$ cat config.mk
export PLATFORM = sky130hd
export DESIGN_NAME = exu_multicycle_flat
export DESIGN_NICKNAME = d
export VERILOG_FILES = /design/src/rtl/exu_multicycle_if.sv /design/src/rtl/exu_multicycle.sv /design/src/flat_wrapper.sv
export SDC_FILE = /design/constraint.sdc
export NUM_CORES = 1
export LEC_CHECK = 0
export ABC_AREA = 0
export CAP_MARGIN = 20
export CELL_PAD_IN_SITES_DETAIL_PLACEMENT = 0
export CELL_PAD_IN_SITES_GLOBAL_PLACEMENT = 1
export CORE_ASPECT_RATIO = 1.2
export CORE_MARGIN = 4
export CORE_UTILIZATION = 45
export CTS_CLUSTER_DIAMETER = 200
export CTS_CLUSTER_SIZE = 10
export DETAILED_ROUTE_END_ITERATION = 16
export MAX_ROUTING_LAYER = met4
export PLACE_DENSITY_LB_ADDON = 0.1
export SETUP_SLACK_MARGIN = 0.1
export SLEW_MARGIN = 20
export SYNTH_ARGS = -nofsm -noshare
export SYNTH_HDL_FRONTEND = slang
export SYNTH_SLANG_ARGS = --single-unit
$ cat constraint.sdc
create_clock -name clk -period 5.9 [get_ports clk]
set_input_delay 0.59 -clock clk [delete_from_list [all_inputs] [get_ports clk]]
set_output_delay 0.59 -clock clk [all_outputs]
set_load 0.1 [all_outputs]
$ cat src/rtl/exu_multicycle_if.sv
// rtl/exu_multicycle_if.sv - IDU issue, data-memory and WBU result handshakes of exu_multicycle
interface exu_multicycle_if #(
  parameter int XLEN = 32,
  parameter int OPW  = 6
);
  logic              in_valid;
  logic              in_ready;
  logic [OPW-1:0]    in_op;
  logic [XLEN-1:0]   in_pc;
  logic [XLEN-1:0]   in_src1;
  logic [XLEN-1:0]   in_src2;
  logic [XLEN-1:0]   in_imm;
  logic              in_use_imm;
  logic [4:0]        in_rd;
  logic              mem_req_valid;
  logic              mem_req_ready;
  logic              mem_we;
  logic [XLEN-1:0]   mem_addr;
  logic [XLEN-1:0]   mem_wdata;
  logic [XLEN/8-1:0] mem_wmask;
  logic              mem_rsp_valid;
  logic [XLEN-1:0]   mem_rdata;
  logic              out_valid;
  logic              out_ready;
  logic [4:0]        out_rd;
  logic              out_rd_we;
  logic [XLEN-1:0]   out_rd_data;
  logic [XLEN-1:0]   out_next_pc;
  logic [1:0]        out_trap;

  modport slave (
    input  in_valid, in_op, in_pc, in_src1, in_src2, in_imm, in_use_imm, in_rd,
    input  mem_req_ready, mem_rsp_valid, mem_rdata, out_ready,
    output in_ready, mem_req_valid, mem_we, mem_addr, mem_wdata, mem_wmask,
    output out_valid, out_rd, out_rd_we, out_rd_data, out_next_pc, out_trap
  );

  modport master (
    output in_valid, in_op, in_pc, in_src1, in_src2, in_imm, in_use_imm, in_rd,
    output mem_req_ready, mem_rsp_valid, mem_rdata, out_ready,
    input  in_ready, mem_req_valid, mem_we, mem_addr, mem_wdata, mem_wmask,
    input  out_valid, out_rd, out_rd_we, out_rd_data, out_next_pc, out_trap
  );
endinterface

$ cat src/rtl/exu_multicycle.sv
// rtl/exu_multicycle.sv - multi-cycle execute unit: ALU/branch in one step, loads/stores via mem handshake
// Optional iterative multiply/divide built only when EXU_MDU_EN is defined.
module exu_multicycle #(
  parameter int XLEN = 32,
  parameter int OPW  = 6
) (
  input logic             clk,
  input logic             rst_n,
  exu_multicycle_if.slave bus
);

  localparam int SHW  = $clog2(XLEN);
  localparam int OFFW = $clog2(XLEN / 8);
  localparam int MW   = XLEN / 8;

  typedef enum logic [2:0] {IDLE, MEM_REQ, MEM_WAIT, MDU_BUSY, DONE} state_t;
  state_t state, state_n;

  logic [OPW-1:0]  op_q;
  logic [4:0]      rd_q;
  logic [XLEN-1:0] addr_q, wdata_q, rd_data_q, next_pc_q;
  logic [MW-1:0]   wmask_q;
  logic [1:0]      trap_q;
  logic            rd_we_q, store_q;

  logic [XLEN-1:0] opb, pc4, ea, rd_c, npc_c, wdata_c;
  logic [MW-1:0]   wmask_c;
  logic [1:0]      trap_c, size_c;
  logic            we_c, is_load, is_store, is_mdu, br, misal;
  logic [SHW-1:0]  shamt;
  logic [OFFW-1:0] off;
  logic [XLEN-1:0] ld_sh, ld_val;
  logic            mdu_last;
  logic [XLEN-1:0] mdu_res;

  assign opb   = bus.in_use_imm ? bus.in_imm : bus.in_src2;
  assign shamt = opb[SHW-1:0];
  assign pc4   = bus.in_pc + XLEN'(4);
  assign ea    = bus.in_src1 + bus.in_imm;
  assign off   = ea[OFFW-1:0];

  // Whole instruction is resolved from the raw inputs while IDLE, so only results are captured.
  always_comb begin
    rd_c     = '0;
    npc_c    = pc4;
    trap_c   = 2'd0;
    we_c     = (bus.in_rd != 5'd0);
    is_load  = 1'b0;
    is_store = 1'b0;
    is_mdu   = 1'b0;
    br       = 1'b0;
    size_c   = 2'd0;
    wdata_c  = '0;
    wmask_c  = '0;
    case (int'(bus.in_op))
      0:  rd_c = bus.in_src1 + opb;
      1:  rd_c = bus.in_src1 - opb;
      2:  rd_c = bus.in_src1 << shamt;
      3:  rd_c = XLEN'($signed(bus.in_src1) < $signed(opb));
      4:  rd_c = XLEN'(bus.in_src1 < opb);
      5:  rd_c = bus.in_src1 ^ opb;
      6:  rd_c = bus.in_src1 >> shamt;
      7:  rd_c = XLEN'($signed(bus.in_src1) >>> shamt);
      8:  rd_c = bus.in_src1 | opb;
      9:  rd_c = bus.in_src1 & opb;
      10: rd_c = bus.in_imm;
      11: rd_c = bus.in_pc + bus.in_imm;
      12, 13, 14, 15, 16, 17: begin
        we_c = 1'b0;
        case (int'(bus.in_op))
          12:      br = (bus.in_src1 == bus.in_src2);
          13:      br = (bus.in_src1 != bus.in_src2);
          14:      br = ($signed(bus.in_src1) < $signed(bus.in_src2));
          15:      br = ($signed(bus.in_src1) >= $signed(bus.in_src2));
          16:      br = (bus.in_src1 < bus.in_src2);
          default: br = (bus.in_src1 >= bus.in_src2);
        endcase
        if (br) npc_c = bus.in_pc + bus.in_imm;
      end
      18: begin rd_c = pc4; npc_c = bus.in_pc + bus.in_imm; end
      19: begin rd_c = pc4; npc_c = ea & ~XLEN'(1); end
      20, 23: begin is_load = 1'b1; size_c = 2'd0; end
      21, 24: begin is_load = 1'b1; size_c = 2'd1; end
      22:     begin is_load = 1'b1; size_c = 2'd2; end
      25: begin is_store = 1'b1; we_c = 1'b0; size_c = 2'd0; end
      26: begin is_store = 1'b1; we_c = 1'b0; size_c = 2'd1; end
      27: begin is_store = 1'b1; we_c = 1'b0; size_c = 2'd2; end
      28, 29, 30, 31, 32, 33, 34, 35: begin
`ifdef EXU_MDU_EN
        is_mdu = 1'b1;
`else
        trap_c = 2'd2;
`endif
      end
      36:      trap_c = 2'd1;
      default: trap_c = 2'd2;
    endcase
    misal = ((size_c == 2'd1) && ea[0]) || ((size_c == 2'd2) && (ea[1:0] != 2'b00));
    if ((is_load || is_store) && misal) trap_c = 2'd3;
    if (trap_c != 2'd0) begin
      we_c     = 1'b0;
      npc_c    = bus.in_pc;
      is_load  = 1'b0;
      is_store = 1'b0;
      is_mdu   = 1'b0;
    end
    if (is_store) begin
      case (size_c)
        2'd0:    begin wdata_c = XLEN'(bus.in_src2[7:0])  << {off, 3'b000}; wmask_c = MW'(1)    << off; end
        2'd1:    begin wdata_c = XLEN'(bus.in_src2[15:0]) << {off, 3'b000}; wmask_c = MW'(3)    << off; end
        default: begin wdata_c = XLEN'(bus.in_src2[31:0]) << {off, 3'b000}; wmask_c = MW'(4'hF) << off; end
      endcase
    end
  end

  assign ld_sh = bus.mem_rdata >> {addr_q[OFFW-1:0], 3'b000};

  always_comb begin
    case (int'(op_q))
      20:      ld_val = XLEN'($signed(ld_sh[7:0]));
      21:      ld_val = XLEN'($signed(ld_sh[15:0]));
      22:      ld_val = XLEN'($signed(ld_sh[31:0]));
      23:      ld_val = XLEN'(ld_sh[7:0]);
      24:      ld_val = XLEN'(ld_sh[15:0]);
      default: ld_val = '0;
    endcase
  end

`ifdef EXU_MDU_EN
  logic [XLEN-1:0]   m_hi, m_lo, m_opnd, m_hi_n, m_lo_n, ma, mb;
  logic [SHW-1:0]    m_cnt;
  logic              m_mul, m_neg_q, m_neg_r, sa, sb, a_neg, b_neg;
  logic [XLEN:0]     m_sum, m_rsh, m_diff;
  logic [2*XLEN-1:0] m_prod;

  always_comb begin
    sa    = (int'(bus.in_op) inside {28, 29, 30, 32, 34});
    sb    = (int'(bus.in_op) inside {28, 29, 32, 34});
    a_neg = sa & bus.in_src1[XLEN-1];
    b_neg = sb & bus.in_src2[XLEN-1];
    ma    = a_neg ? -bus.in_src1 : bus.in_src1;
    mb    = b_neg ? -bus.in_src2 : bus.in_src2;
  end

  // Multiply: {hi,lo} shifts right with lo holding the multiplier. Divide: restoring, hi=remainder, lo=quotient.
  always_comb begin
    m_sum  = {1'b0, m_hi} + (m_lo[0] ? {1'b0, m_opnd} : '0);
    m_rsh  = {m_hi, m_lo[XLEN-1]};
    m_diff = m_rsh - {1'b0, m_opnd};
    if (m_mul) begin
      m_hi_n = m_sum[XLEN:1];
      m_lo_n = {m_sum[0], m_lo[XLEN-1:1]};
    end else if (!m_diff[XLEN]) begin
      m_hi_n = m_diff[XLEN-1:0];
      m_lo_n = {m_lo[XLEN-2:0], 1'b1};
    end else begin
      m_hi_n = m_rsh[XLEN-1:0];
      m_lo_n = {m_lo[XLEN-2:0], 1'b0};
    end
  end

  assign m_prod   = m_neg_q ? -{m_hi_n, m_lo_n} : {m_hi_n, m_lo_n};
  assign mdu_last = (state == MDU_BUSY) && (m_cnt == SHW'(XLEN - 1));

  always_comb begin
    case (int'(op_q))
      28:         mdu_res = m_prod[XLEN-1:0];
      29, 30, 31: mdu_res = m_prod[2*XLEN-1:XLEN];
      32, 33:     mdu_res = m_neg_q ? -m_lo_n : m_lo_n;
      default:    mdu_res = m_neg_r ? -m_hi_n : m_hi_n;
    endcase
  end

  // Divide by zero: unsigned core already yields all-ones / dividend, so only the remainder keeps its sign.
  always_ff @(posedge clk or negedge rst_n) begin
    if (!rst_n) begin
      m_hi <= '0; m_lo <= '0; m_opnd <= '0; m_cnt <= '0;
      m_mul <= 1'b0; m_neg_q <= 1'b0; m_neg_r <= 1'b0;
    end else if (state == IDLE && bus.in_valid && is_mdu) begin
      m_hi    <= '0;
      m_cnt   <= '0;
      m_mul   <= (int'(bus.in_op) < 32);
      m_lo    <= (int'(bus.in_op) < 32) ? mb : ma;
      m_opnd  <= (int'(bus.in_op) < 32) ? ma : mb;
      m_neg_q <= (a_neg ^ b_neg) & ((int'(bus.in_op) < 32) || (bus.in_src2 != '0));
      m_neg_r <= a_neg;
    end else if (state == MDU_BUSY) begin
      m_hi  <= m_hi_n;
      m_lo  <= m_lo_n;
      m_cnt <= m_cnt + SHW'(1);
    end
  end
`else
  assign mdu_last = 1'b0;
  assign mdu_res  = '0;
`endif

  always_comb begin
    state_n = state;
    case (state)
      IDLE: if (bus.in_valid) begin
        if (is_load || is_store) state_n = MEM_REQ;
        else if (is_mdu)         state_n = MDU_BUSY;
        else                     state_n = DONE;
      end
      MEM_REQ:  if (bus.mem_req_ready) state_n = MEM_WAIT;
      MEM_WAIT: if (bus.mem_rsp_valid) state_n = DONE;
      MDU_BUSY: if (mdu_last)          state_n = DONE;
      DONE:     if (bus.out_ready)     state_n = IDLE;
      default:  state_n = IDLE;
    endcase
  end

  always_ff @(posedge clk or negedge rst_n) begin
    if (!rst_n) begin
      state     <= IDLE;
      op_q      <= '0;
      rd_q      <= '0;
      addr_q    <= '0;
      wdata_q   <= '0;
      wmask_q   <= '0;
      rd_data_q <= '0;
      next_pc_q <= '0;
      trap_q    <= '0;
      rd_we_q   <= 1'b0;
      store_q   <= 1'b0;
    end else begin
      state <= state_n;
      if (state == IDLE && bus.in_valid) begin
        op_q      <= bus.in_op;
        rd_q      <= bus.in_rd;
        addr_q    <= ea;
        wdata_q   <= wdata_c;
        wmask_q   <= wmask_c;
        rd_data_q <= rd_c;
        next_pc_q <= npc_c;
        trap_q    <= trap_c;
        rd_we_q   <= we_c;
        store_q   <= is_store;
      end else if (state == MEM_WAIT && bus.mem_rsp_valid && !store_q) begin
        rd_data_q <= ld_val;
      end else if (mdu_last) begin
        rd_data_q <= mdu_res;
      end
    end
  end

  assign bus.in_ready      = (state == IDLE);
  assign bus.mem_req_valid = (state == MEM_REQ);
  assign bus.mem_we        = bus.mem_req_valid & store_q;
  assign bus.mem_addr      = bus.mem_req_valid ? addr_q  : '0;
  assign bus.mem_wdata     = bus.mem_req_valid ? wdata_q : '0;
  assign bus.mem_wmask     = bus.mem_req_valid ? wmask_q : '0;
  assign bus.out_valid     = (state == DONE);
  assign bus.out_rd        = rd_q;
  assign bus.out_rd_we     = rd_we_q;
  assign bus.out_rd_data   = rd_data_q;
  assign bus.out_next_pc   = next_pc_q;
  assign bus.out_trap      = trap_q;

endmodule

$ cat src/flat_wrapper.sv
// flat-port wrapper written by rule: the top's interface ports become plain ports
module exu_multicycle_flat 
#(
  parameter int XLEN = 32,
  parameter int OPW  = 6
)
  (clk, rst_n, bus_in_valid, bus_in_op, bus_in_pc, bus_in_src1, bus_in_src2, bus_in_imm, bus_in_use_imm, bus_in_rd, bus_mem_req_ready, bus_mem_rsp_valid, bus_mem_rdata, bus_out_ready, bus_in_ready, bus_mem_req_valid, bus_mem_we, bus_mem_addr, bus_mem_wdata, bus_mem_wmask, bus_out_valid, bus_out_rd, bus_out_rd_we, bus_out_rd_data, bus_out_next_pc, bus_out_trap);
  exu_multicycle_if #(.XLEN(XLEN), .OPW(OPW)) bus_i ();
  input logic clk;
  input logic rst_n;
  input wire logic [$bits(bus_i.in_valid)-1:0] bus_in_valid;
  input wire logic [$bits(bus_i.in_op)-1:0] bus_in_op;
  input wire logic [$bits(bus_i.in_pc)-1:0] bus_in_pc;
  input wire logic [$bits(bus_i.in_src1)-1:0] bus_in_src1;
  input wire logic [$bits(bus_i.in_src2)-1:0] bus_in_src2;
  input wire logic [$bits(bus_i.in_imm)-1:0] bus_in_imm;
  input wire logic [$bits(bus_i.in_use_imm)-1:0] bus_in_use_imm;
  input wire logic [$bits(bus_i.in_rd)-1:0] bus_in_rd;
  input wire logic [$bits(bus_i.mem_req_ready)-1:0] bus_mem_req_ready;
  input wire logic [$bits(bus_i.mem_rsp_valid)-1:0] bus_mem_rsp_valid;
  input wire logic [$bits(bus_i.mem_rdata)-1:0] bus_mem_rdata;
  input wire logic [$bits(bus_i.out_ready)-1:0] bus_out_ready;
  output wire logic [$bits(bus_i.in_ready)-1:0] bus_in_ready;
  output wire logic [$bits(bus_i.mem_req_valid)-1:0] bus_mem_req_valid;
  output wire logic [$bits(bus_i.mem_we)-1:0] bus_mem_we;
  output wire logic [$bits(bus_i.mem_addr)-1:0] bus_mem_addr;
  output wire logic [$bits(bus_i.mem_wdata)-1:0] bus_mem_wdata;
  output wire logic [$bits(bus_i.mem_wmask)-1:0] bus_mem_wmask;
  output wire logic [$bits(bus_i.out_valid)-1:0] bus_out_valid;
  output wire logic [$bits(bus_i.out_rd)-1:0] bus_out_rd;
  output wire logic [$bits(bus_i.out_rd_we)-1:0] bus_out_rd_we;
  output wire logic [$bits(bus_i.out_rd_data)-1:0] bus_out_rd_data;
  output wire logic [$bits(bus_i.out_next_pc)-1:0] bus_out_next_pc;
  output wire logic [$bits(bus_i.out_trap)-1:0] bus_out_trap;
  assign bus_i.in_valid = bus_in_valid;
  assign bus_i.in_op = bus_in_op;
  assign bus_i.in_pc = bus_in_pc;
  assign bus_i.in_src1 = bus_in_src1;
  assign bus_i.in_src2 = bus_in_src2;
  assign bus_i.in_imm = bus_in_imm;
  assign bus_i.in_use_imm = bus_in_use_imm;
  assign bus_i.in_rd = bus_in_rd;
  assign bus_i.mem_req_ready = bus_mem_req_ready;
  assign bus_i.mem_rsp_valid = bus_mem_rsp_valid;
  assign bus_i.mem_rdata = bus_mem_rdata;
  assign bus_i.out_ready = bus_out_ready;
  assign bus_in_ready = bus_i.in_ready;
  assign bus_mem_req_valid = bus_i.mem_req_valid;
  assign bus_mem_we = bus_i.mem_we;
  assign bus_mem_addr = bus_i.mem_addr;
  assign bus_mem_wdata = bus_i.mem_wdata;
  assign bus_mem_wmask = bus_i.mem_wmask;
  assign bus_out_valid = bus_i.out_valid;
  assign bus_out_rd = bus_i.out_rd;
  assign bus_out_rd_we = bus_i.out_rd_we;
  assign bus_out_rd_data = bus_i.out_rd_data;
  assign bus_out_next_pc = bus_i.out_next_pc;
  assign bus_out_trap = bus_i.out_trap;
  exu_multicycle #(.XLEN(XLEN), .OPW(OPW)) u_core (.clk(clk), .rst_n(rst_n), .bus(bus_i));
endmodule
# After elaboration in Yosys (flattened, before gate mapping)
# Index checks and enable logic that the tools add are counted.
op_classes:
  add_sub_neg: 5
  n_mul: 0
  div: 0
  order_cmp: 6
  n_eq_ne: 45
  shift: 10
  n_mux: 32
  bitwise: 5
  reduce_logical: 26
ops:
  columns: ["operator", "n"]
  rows:
  - ["32-bit one-hot mux with 13 select lines", 1]
  - ["32-bit two-way mux", 8]
  - ["32-bit one-hot mux with 5 select lines", 1]
  - ["32-bit less-than comparator", 4]
  - ["6-bit by 5-bit equality test with 1-bit output, second input constant", 17]
  - ["32-bit adder", 3]
  - ["32-bit one-hot mux with 3 select lines", 1]
  - ["32-bit greater-or-equal comparator", 2]
  - ["32-bit one-hot mux with 2 select lines", 1]
  - ["32-bit by 5-bit << shifter with 32-bit output", 2]
  - ["32-bit by 5-bit >> shifter with 32-bit output", 2]
  - ["6-bit by 4-bit equality test with 1-bit output, second input constant", 8]
  - ["32-bit by 3-bit adder with 32-bit output, second input constant", 1]
  - ["32-bit bitwise AND", 1]
  - ["32-bit equality test", 1]
  - ["32-bit inequality test", 1]
  - ["32-bit OR", 1]
  - ["16-bit by 5-bit << shifter with 32-bit output", 1]
  - ["8-bit by 5-bit << shifter with 32-bit output", 1]
  - ["32-bit by 5-bit >>> shifter with 32-bit output", 1]
  - ["32-bit subtractor", 1]
  - ["32-bit bitwise XOR", 1]
  - ["28-bit OR reduction", 1]
  - ["6-bit by 3-bit equality test with 1-bit output, second input constant", 4]
  - ["other kinds (36)", 64]
totals:
  register_bits: 150
  latchBits: 0
  ramBits: 0
  mem_bits_ro: 0
  inputBits: 178
  output_inout_bits: 144
  wordCells: 140
  memories: 0

# Depth between registers and ports, before layout
# Gate-level depths: netlist of the first run.
depth:
  word_depth: 14
  mapped_depth: 19
  ltp_nobuf: 14

# Least setup slack after synthesis of the first run
# Ideal clock, no wire load.
synth_timing:
  path_type: "reg-to-reg"
  from: "reg u_core.state[1]"
  to: "reg u_core.rd_data_q[29], in the netlist u_core.bus.out_rd_data[29]"
  arrival_time_ps: 4596
  setup_slack_ps: 1178
  path_stages_with_launch: 10
  path_buffers: 0
  period_less_slack_ps: 4722
  cell_sequence: "dfrtp_1 > nor3_1 > nand2_1 > nand2b_1 > nor2_1 > or4_1 > a221oi_1 > o21ai_1 > a221oi_2 > a21oi_1"
synth_between:
  word_cells_on_any_way: 7
  classes_between: "eq/ne (1); mux (1); reduce/logical (5)"
synth_lines:
  columns: ["item", "line_no", "text"]
  rows:
  - ["start: declaration", "exu_multicycle.sv:17", "state_t state, state_n;"]
  - ["start signal: assignment", "exu_multicycle.sv:228", "state <= state_n;"]
  - ["3-bit logical NOT *", null, null]
  - ["via bus_in_ready", "flat_wrapper.sv:23", "output wire logic [$bits(bus_i.in_ready)-1:0] bus_in_ready;"]
  - ["1-bit logical AND *", "exu_multicycle.sv:229", "if (state == IDLE && bus.in_valid) begin"]
  - ["32-bit two-way mux or 2-bit nonzero test (tied branches)", null, null]
  - ["end signal: assignment", "exu_multicycle.sv:235", "rd_data_q <= rd_c;"]
  - ["end signal: assignment", "exu_multicycle.sv:241", "rd_data_q <= ld_val;"]
  - ["end signal: assignment", "exu_multicycle.sv:243", "rd_data_q <= mdu_res;"]
  - ["end: declaration", "exu_multicycle.sv:21", "logic [XLEN-1:0] addr_q, wdata_q, rd_data_q, next_pc_q;"]
# The timed path passes the listed nets; every way through them passes the cells marked *.
# A chain may end at the register's enable or synchronous reset.

# Final worst setup path of the first run
layout_timing:
  from: "in bus_in_src1[22]"
  to: "reg u_core.next_pc_q[0], in the netlist u_core.bus.out_next_pc[0]"
layout_between:
  elab_chain_cells: 6
  word_cells_on_any_way: 11
  classes_between: "order compare (4); eq/ne (2); mux (5)"
layout_rtl:
  columns: ["item", "line_no", "text"]
  rows:
  - ["start: declaration", "flat_wrapper.sv:14", "input wire logic [$bits(bus_i.in_src1)-1:0] bus_in_src1;"]
  - ["32-bit greater-or-equal comparator (tied with other cells)", "exu_multicycle.sv:76", "default: br = (bus.in_src1 >= bus.in_src2);"]
  - ["1-bit one-hot mux with 5 select lines *", "exu_multicycle.sv:70", "case (int'(bus.in_op))"]
  - ["1-bit two-way mux *", "exu_multicycle.sv:55", "case (int'(bus.in_op))"]
  - ["32-bit two-way mux *", "exu_multicycle.sv:78", "if (br) npc_c = bus.in_pc + bus.in_imm;"]
  - ["32-bit one-hot mux with 3 select lines *", "exu_multicycle.sv:55", null]
  - ["32-bit two-way mux *", "exu_multicycle.sv:100", "if (trap_c != 2'd0) begin"]
  - ["end signal: assignment", "exu_multicycle.sv:236", "next_pc_q <= npc_c;"]
  - ["end: declaration", "exu_multicycle.sv:21", null]
# Mark *: on every way between the ends. The rest lies on a longest branch, timed or not. The select of a mux whose other input is x is not followed.

==> results of run 1 <==
## layout make-up
class	count	share of cell area
timing repair buffer	428	0.1473
antenna	9	0.0008243
inverter	152	0.02107
tap	644	0.02949
multi-input combinational	2631	0.6413
clock inverter	12	0.006091
sequential	150	0.1374
clock buffer	19	0.01658
## cell families after synthesis
| family | synth area share |
|---|---|
| multiplexers | 0.08364 |
| XOR/XNOR | 0.03698 |
| AO/OA/AOI/OAI | 0.3153 |
| buffers and inverters | 0.06768 |
| AND/OR/NAND/NOR | 0.2221 |
| flip-flops | 0.1651 |
| adder cells (fa/ha/maj) | 0.1092 |
## worst paths after layout
path                                   start                         end  slack (ns)  depth (start not counted)
max                          bus_in_src1[22]   u_core.bus.out_next_pc[0]        0.93                         11
min                                    rst_n           u_core.wdata_q[5]        0.15                          1
max reg2reg                  u_core.state[1]  u_core.bus.out_rd_data[29]        2.25                         10
min reg2reg                u_core.addr_q[22]           u_core.addr_q[22]        0.47                          2
max in group asynchronous              rst_n   u_core.bus.out_rd_data[0]        4.56                          2
min in group clk           u_core.addr_q[22]           u_core.addr_q[22]        0.47                          2
## critical path, stage by stage
cell	delay, ns
clkdlybuf4s50_1	0.95
ha_1	0.59
nand4_1	0.15
nor4_2	0.49
a21oi_1	0.25
a31o_2	0.32
mux2i_1	0.18
o221ai_2	0.49
nand2_1	0.52
a221oi_1	0.66
nor2_1	0.07
## cells in the mapped netlist, types with 55 or more instances
cell type	instances
mux2i_1	116
inv_1	149
o21ai_0	289
xnor2_1	65
and2_1	82
o211ai_1	55
clkbuf_1	126
nand3_1	76
dfrtp_1	150
nor2_1	243
ha_1	192
nor3_1	72
nand2_1	405
a21oi_1	273
## through the flow
stage | instances | util | area [um2]
2_1_floorplan | 3144 | - | 22740
3_3_place_gp | 4005 | 0.5323 | 26670
3_5_place_dp | 4005 | 0.5323 | 26670
4_1_cts | 4036 | 0.5447 | 27290
5_1_grt | 4044 | 0.5452 | 27320
6_report | 4045 | 0.5452 | 27320
## metal layers
| metal | global-route usage | share of wire | up-vias |
|---|---|---|---|
| li1 | - | - | 12030 |
| met4 | 0.3168 | 0.090 | 0 |
| met1 | 0.5535 | 0.37 | 13520 |
| met2 | 0.6862 | 0.43 | 2079 |
| met3 | 0.1176 | 0.12 | 541 |
| met5 | - | 0 | - |
## sequential cells by signal (all words and copies together), names as in the netlist
signal,cells
u_core.addr_q,32
u_core.bus.out_next_pc,32
u_core.bus.out_rd,5
u_core.bus.out_rd_data,32
u_core.bus.out_rd_we,1
u_core.bus.out_trap,2
u_core.op_q,6
u_core.state,3
u_core.store_q,1
u_core.wdata_q,32
u_core.wmask_q,4
## power by group through the flow
stage	combinational [mW]	sequential, mW	clock (mW)
2_1_floorplan	1.78	2.41	0
3_3_place_gp	4.08	1.43	0
3_5_place_dp	4.11	1.44	0
4_1_cts	4.12	1.43	1.20
5_1_grt	4.41	1.46	1.24
6_report	4.24	1.43	1.19
==> results by group, run 1 <==
Status
  • Status: finished, final reports clean

Clock network
  • H-tree levels: 4
  • Worst-path clk slew: 0.07 ns
  • Clk_lat worst skew: 0.48 ns
  • CTS root buffer: clkbuf_16
  • Post-CTS setup buffers: 0
  • # resized after CTS: 0
  • Clock sinks: 150
  • Clk buf depth: 2
  • Clock buffer count from CTS: 17
  • CTS Hold Bufs: 0
  • CTS tree: yes

Finish
  • Most frequent cells in the layout: nand2_1 (403), clkdlybuf4s50_1 (319), o21ai_0 (288)
  • Fillers: a little under 5000
  • Area of the multi-input gates: 17520 um2
  • Layout cells sized above 1: 0.07105
  • Flip-flop and latch area: 3754 um2
  • Commonest non-fill, non-tap cell in the layout: nand2_1
  • Area grow syn2layout: 20.16%
  • Nets@finish: 3754

Drt
  • DR WL/cell: between 30 and 40 um
  • Initial DRC Count: 3943
  • ANT nets after route: 0
  • Final wirelength: 127600 um
  • DRC: 0
  • Via density: slightly below 7
  • DR pass1 iterations: 12
  • DR vias: 28170

Yosys
  • Dominant cells by area after synthesis: dfrtp_1 (17%), ha_1 (11%), nand2_1 (6.7%)
  • EDFF count, synth: 0
  • Yosys warns: 0
  • Synth area leader: dfrtp_1
  • Seq/Total Area, Yosys: 0.1651
  • Post-synth top area share: 0.1651
  • Post-Synthesis Cells: approximately 3100
  • Yosys reg bits: 150
  • Post-synthesis cell type count: 102
  • Most used DFF post-synth: dfrtp_1
  • Cell Area, Synth: 22740 um2
  • Syn_area_per_cell: 7.232 um2
  • Syn_nets: around 3500
  • Share of synthesized registers carrying an async set or reset: 1.000

Die
  • Chip width: about 210 um
  • Starting Density: 0.4538
  • DIE AREA: 54200 um2
  • Die Y: 254.2 um
  • Rows: 90
  • Num ports: between 300 and 400
  • Area of the core: ~50000 um2

Worst hold path
  • Hold Crit Class: primary input to async pin

Timing
  • Worst hold slack: around 0.15 ns
  • Slew Viols, Final: 0
  • Final Hold Viols: 0
  • RSZ-0062 raised after global routing: false
  • Setup TNS: 0 ns
  • Fin crit period: 4.969 ns
  • Relative slew slack: 0.2762
  • Slew @ Worst Pin: 1.077 ns
  • Clock Skews: 0.01233 ns
  • F_max: roughly 200 MHz
  • Setup violators final: 0
  • Period utilization: 0.8422
  • Final worst setup slack: 0.9313 ns

Setup path
  • CP Data Arrival Time: 5.30 ns
  • Startpoint types: primary input
  • Crit end category: flip-flop
  • WS Path Type: primary input to flip-flop
  • Critical path required time: 6.23 ns
  • Critical path peak fanout: 12

Pwr
  • Combinational power share: 0.618
  • Power per Cell Area: 250.9 nW/um2
  • Leakage: 11.43 nW
  • Tot Pwr: 6.856 mW
  • Peak VDD IR: 0.2624 mV
  • Clock power share: 0.173
  • Pint: approximately 3.2 mW
  • Switch share: 0.5374
  • Sequential share of power: 0.209
  • Net Switching: approximately 3.7 mW

Place
  • Hpwl dp: 101000 um
  • Final Wtd Congestion: 1.182
  • Input/output buffers: 321
  • Setup WS pre-CTS: roughly 0.72 ns

Global routing
  • Number of global-route vias before repair: 26250
  • First-pass GRT wire length: 179900 um
  • Initial antenna violation count: 8
  • Largest net degree at the start of global routing: 84
  • GRT Total Usage: 0.4638
  • Remaining Overflow, GRT: 0

Flow run
  • Max Cap Viol: 0
No activity file was read; power rests on OpenSTA's default activity.
==> inputs of run 2 (changes only) <==
--- a/config.mk
+++ b/config.mk
@@ -11,7 +11,7 @@
 export CELL_PAD_IN_SITES_GLOBAL_PLACEMENT = 1
 export CORE_ASPECT_RATIO = 1.2
 export CORE_MARGIN = 4
-export CORE_UTILIZATION = 45
+export CORE_UTILIZATION = 42
 export CTS_CLUSTER_DIAMETER = 200
 export CTS_CLUSTER_SIZE = 10
 export DETAILED_ROUTE_END_ITERATION = 16
==> constraint.sdc (replaced) <==
create_clock -name clk -period 4.81 [get_ports clk]
set_input_delay 0.481 -clock clk [delete_from_list [all_inputs] [get_ports clk]]
set_output_delay 0.481 -clock clk [all_outputs]
set_load 0.1 [all_outputs]
==> results by group, run 2 (synthesis gave the netlist of run 1 again) <==
Place
  • Final Wtd Congestion: 1.168 (-1.2%)
  • Placed insts: 4232 (+5.7%)
  • Input/output buffers: 321 (unchanged)
  • Hpwl dp: 106200 um (+5.1%)

Clock network
  • H-tree levels: 4 (unchanged)
  • Clock buffer count from CTS: 17 (unchanged)
  • # resized after CTS: 0 (unchanged)
  • Clk_lat worst skew: 0.49 ns (about the same)
  • CTS tree: yes
  • CTS root buffer: clkbuf_16
  • CTS Hold Bufs: 0 (unchanged)
  • Clk buf depth: 2 (unchanged)
  • Post-CTS setup buffers: 0 (unchanged)
  • Clock sinks: 150 (unchanged)
  • Worst-path clk slew: 0.07 ns (about the same)

Die
  • Die Y: 262.9 um (+3.4%)
  • Area of the core: 53640 um2 (+7.0%)
  • Rows: 93 (+3.3%)
  • Num ports: 322 (unchanged)
  • Starting Density: 0.4239 (-0.02988)
  • DIE AREA: 57940 um2 (+6.9%)
  • Chip width: 220.4 um (+3.4%)

Setup path
  • CP Capture Point: u_core.bus.out_rd_data[28]
  • WP depth: 14 (+3)
  • Crit end category: flip-flop
  • R2r worst-path depth: 12 (+2)
  • RR Startpoint: u_core.addr_q[0]
  • Slowest cell delay on critical path: 0.81 ns (-0.14 ns)
  • Slowest cell on crit path: clkdlybuf4s50_1
  • Reg2reg end: u_core.bus.out_rd_data[29]
  • CP Data Arrival Time: 4.63 ns (-0.67 ns)
  • Critical path required time: 5.10 ns (-1.13 ns)
  • CP startpoint: bus_in_imm[5]
  • Critical-path cell list: clkdlybuf4s50_1 > nand2_1 > o21a_1 > ha_1 > inv_1 > nor2_1 > a311oi_2 > a31oi_1 > a21o_1 > a21oi_1 > o31ai_1 > xnor2_1 > a2111oi_0 > a22oi_1
  • Critical path peak fanout: 9 (-3)
  • Buffers plus inverters on the worst setup path: 2 (+1)
  • Startpoint types: primary input
  • Top delay family on crit path: compound AO/OA/AOI/OAI gates
  • WS Path Type: primary input to flip-flop
  • R2R Setup Slk: 1.39 ns (-0.86 ns)

Drt
  • ANT nets after route: 0 (unchanged)
  • DRC: 0 (unchanged)
  • Final wirelength: 132400 um (+3.7%)
  • DR vias: 28750 (+2.1%)
  • DR pass1 iterations: 7 (-5)
  • Initial DRC Count: 4256 (+7.9%)
  • DR WL/cell: 30.95 um (-1.9%)
  • Via density: 6.720 (-3.5%)

Timing
  • RSZ-0062 raised after global routing: false
  • Fin crit period: 4.333 ns
  • Setup TNS: 0 ns (unchanged)
  • Relative slew slack: 0.1617 (-0.1146)
  • Period utilization: 0.9009
  • Slew Viols, Final: 0 (unchanged)
  • Final Hold Viols: 0 (unchanged)
  • Clock Skews: 0.01867 ns (+0.006335 ns)
  • Slew @ Worst Pin: 1.256 ns (+0.1788 ns)
  • Setup violators final: 0 (unchanged)
  • F_max: about 230 MHz

Pwr
  • Power per Cell Area: 301.1 nW/um2 (+20%)
  • Combinational power share: 0.621 (+0.003)
  • Clock power share: 0.176 (+0.003)
  • Net Switching: 4.635 mW (+26%)
  • Peak VDD IR: 0.3401 mV (+30%)
  • Pint: 4.012 mW (+26%)
  • Sequential share of power: 0.203 (-0.006)
  • Leakage: 12.24 nW (+7.0%)
  • Tot Pwr: 8.646 mW (+26%)
  • Switch share: 0.5360 (-0.001374)

Finish
  • Commonest non-fill, non-tap cell in the layout: nand2_1
  • Most frequent cells in the layout: nand2_1 (404), clkdlybuf4s50_1 (319), o21ai_0 (288)
  • Fillers: 5290 (+9.5%)
  • Area of the multi-input gates: 17520 um2 (about the same)
  • Flip-flop and latch area: 3754 um2 (unchanged)
  • Non-Filler Instances: 4279 (+5.8%)
  • Area grow syn2layout: 26.29%
  • Layout cells sized above 1: 0.1132 (+0.04213)
  • Nets@finish: 3913 (+4.2%)

Worst hold path
  • Hold Crit Class: primary input to async pin

Global routing
  • GRT Total Usage: 0.4522 (-0.01163)
  • Largest net degree at the start of global routing: 151 (+80%)
  • Remaining Overflow, GRT: 0 (unchanged)
  • First-pass GRT wire length: 187600 um (+4.2%)
  • Initial antenna violation count: 14 (+6)
  • Number of global-route vias before repair: 26970 (+2.7%)

Flow run
  • Max Cap Viol: 0 (unchanged)

Status
  • Status: finished, final reports clean
[run 2: cell count changes in the layout (fill, tap and decap cells not counted), moves of 2 or more]
| cell | delta |
|---|---|
| buf_4 | +152 |
| buf_12 | +7 |
| diode_2 | +6 |
| inv_6 | +3 |
| inv_8 | +3 |
| clkbuf_8 | -2 |
| clkinv_4 | -2 |
| nor2_2 | +2 |
| nor2_4 | -2 |
[run 2: worst min-delay path by stage]
stage	start	end	slack [ns]	depth (start not counted)
2_1_floorplan	rst_n	u_core.addr_q[0]	0.19	0
3_3_place_gp	u_core.wmask_q[0]	u_core.wmask_q[0]	0.45	1
3_5_place_dp	u_core.addr_q[4]	u_core.addr_q[4]	0.46	2
4_1_cts	rst_n	u_core.wdata_q[18]	0.15	2
5_1_grt	rst_n	u_core.wdata_q[18]	0.17	2
6_report	rst_n	u_core.wdata_q[18]	0.06	2
[run 2: power groups by stage]
stage / sequential [mW] / combinational, mW / clock [mW]
after floorplan: 2.96 / 2.18 / 0
after global placement: 1.77 / 5.18 / 0
after detailed placement: 1.78 / 5.22 / 0
after CTS: 1.75 / 5.24 / 1.53
after global routing: 1.79 / 5.59 / 1.59
final: 1.76 / 5.37 / 1.52
[run 2: area by class of cell]
cell class              instances  area share
well taps                     712     0.03102
clock buffers                  17     0.01481
clock inverters                15    0.007015
diodes                         15    0.001307
multi-input cells            2631      0.6103
inverters                     152     0.02004
repair buffers                587      0.1848
flip-flops and latches        150      0.1307
[run 2: worst reg2reg max path: cells and delay by family, from the launching register on]
family	cells	cell delay (ns)
buffers and inverters	2	0.62
AND/OR/NAND/NOR	4	0.85
flip-flops	1	0.48
multiplexers	1	0.24
AO/OA/AOI/OAI	5	1.11
[run 2: per-stage QoR]
| step | utilization | hold WS, ns | setup WS (ns) | area, um2 |
|---|---|---|---|---|
| finish | 0.5353 | 0.05984 | 0.4767 | 28720 |
| floorplan | - | 0.1854 | 0.4446 | 22740 |
| detailed placement | 0.5228 | 0.4564 | 0.1361 | 28040 |
| CTS | 0.5345 | 0.1489 | 0.6299 | 28670 |
| global route | 0.5352 | 0.1661 | 0.2379 | 28710 |
| global placement | 0.5228 | 0.4519 | 0.07023 | 28040 |
[run 2: metal layers]
| layer | global-route usage | part of all wire | vias to the layer above |
|---|---|---|---|
| li1 | - | - | 12340 |
| met1 | 0.5615 | 0.37 | 13690 |
| met2 | 0.6408 | 0.42 | 2149 |
| met3 | 0.09587 | 0.11 | 580 |
| met4 | 0.3321 | 0.099 | 0 |
| met5 | - | 0 | - |
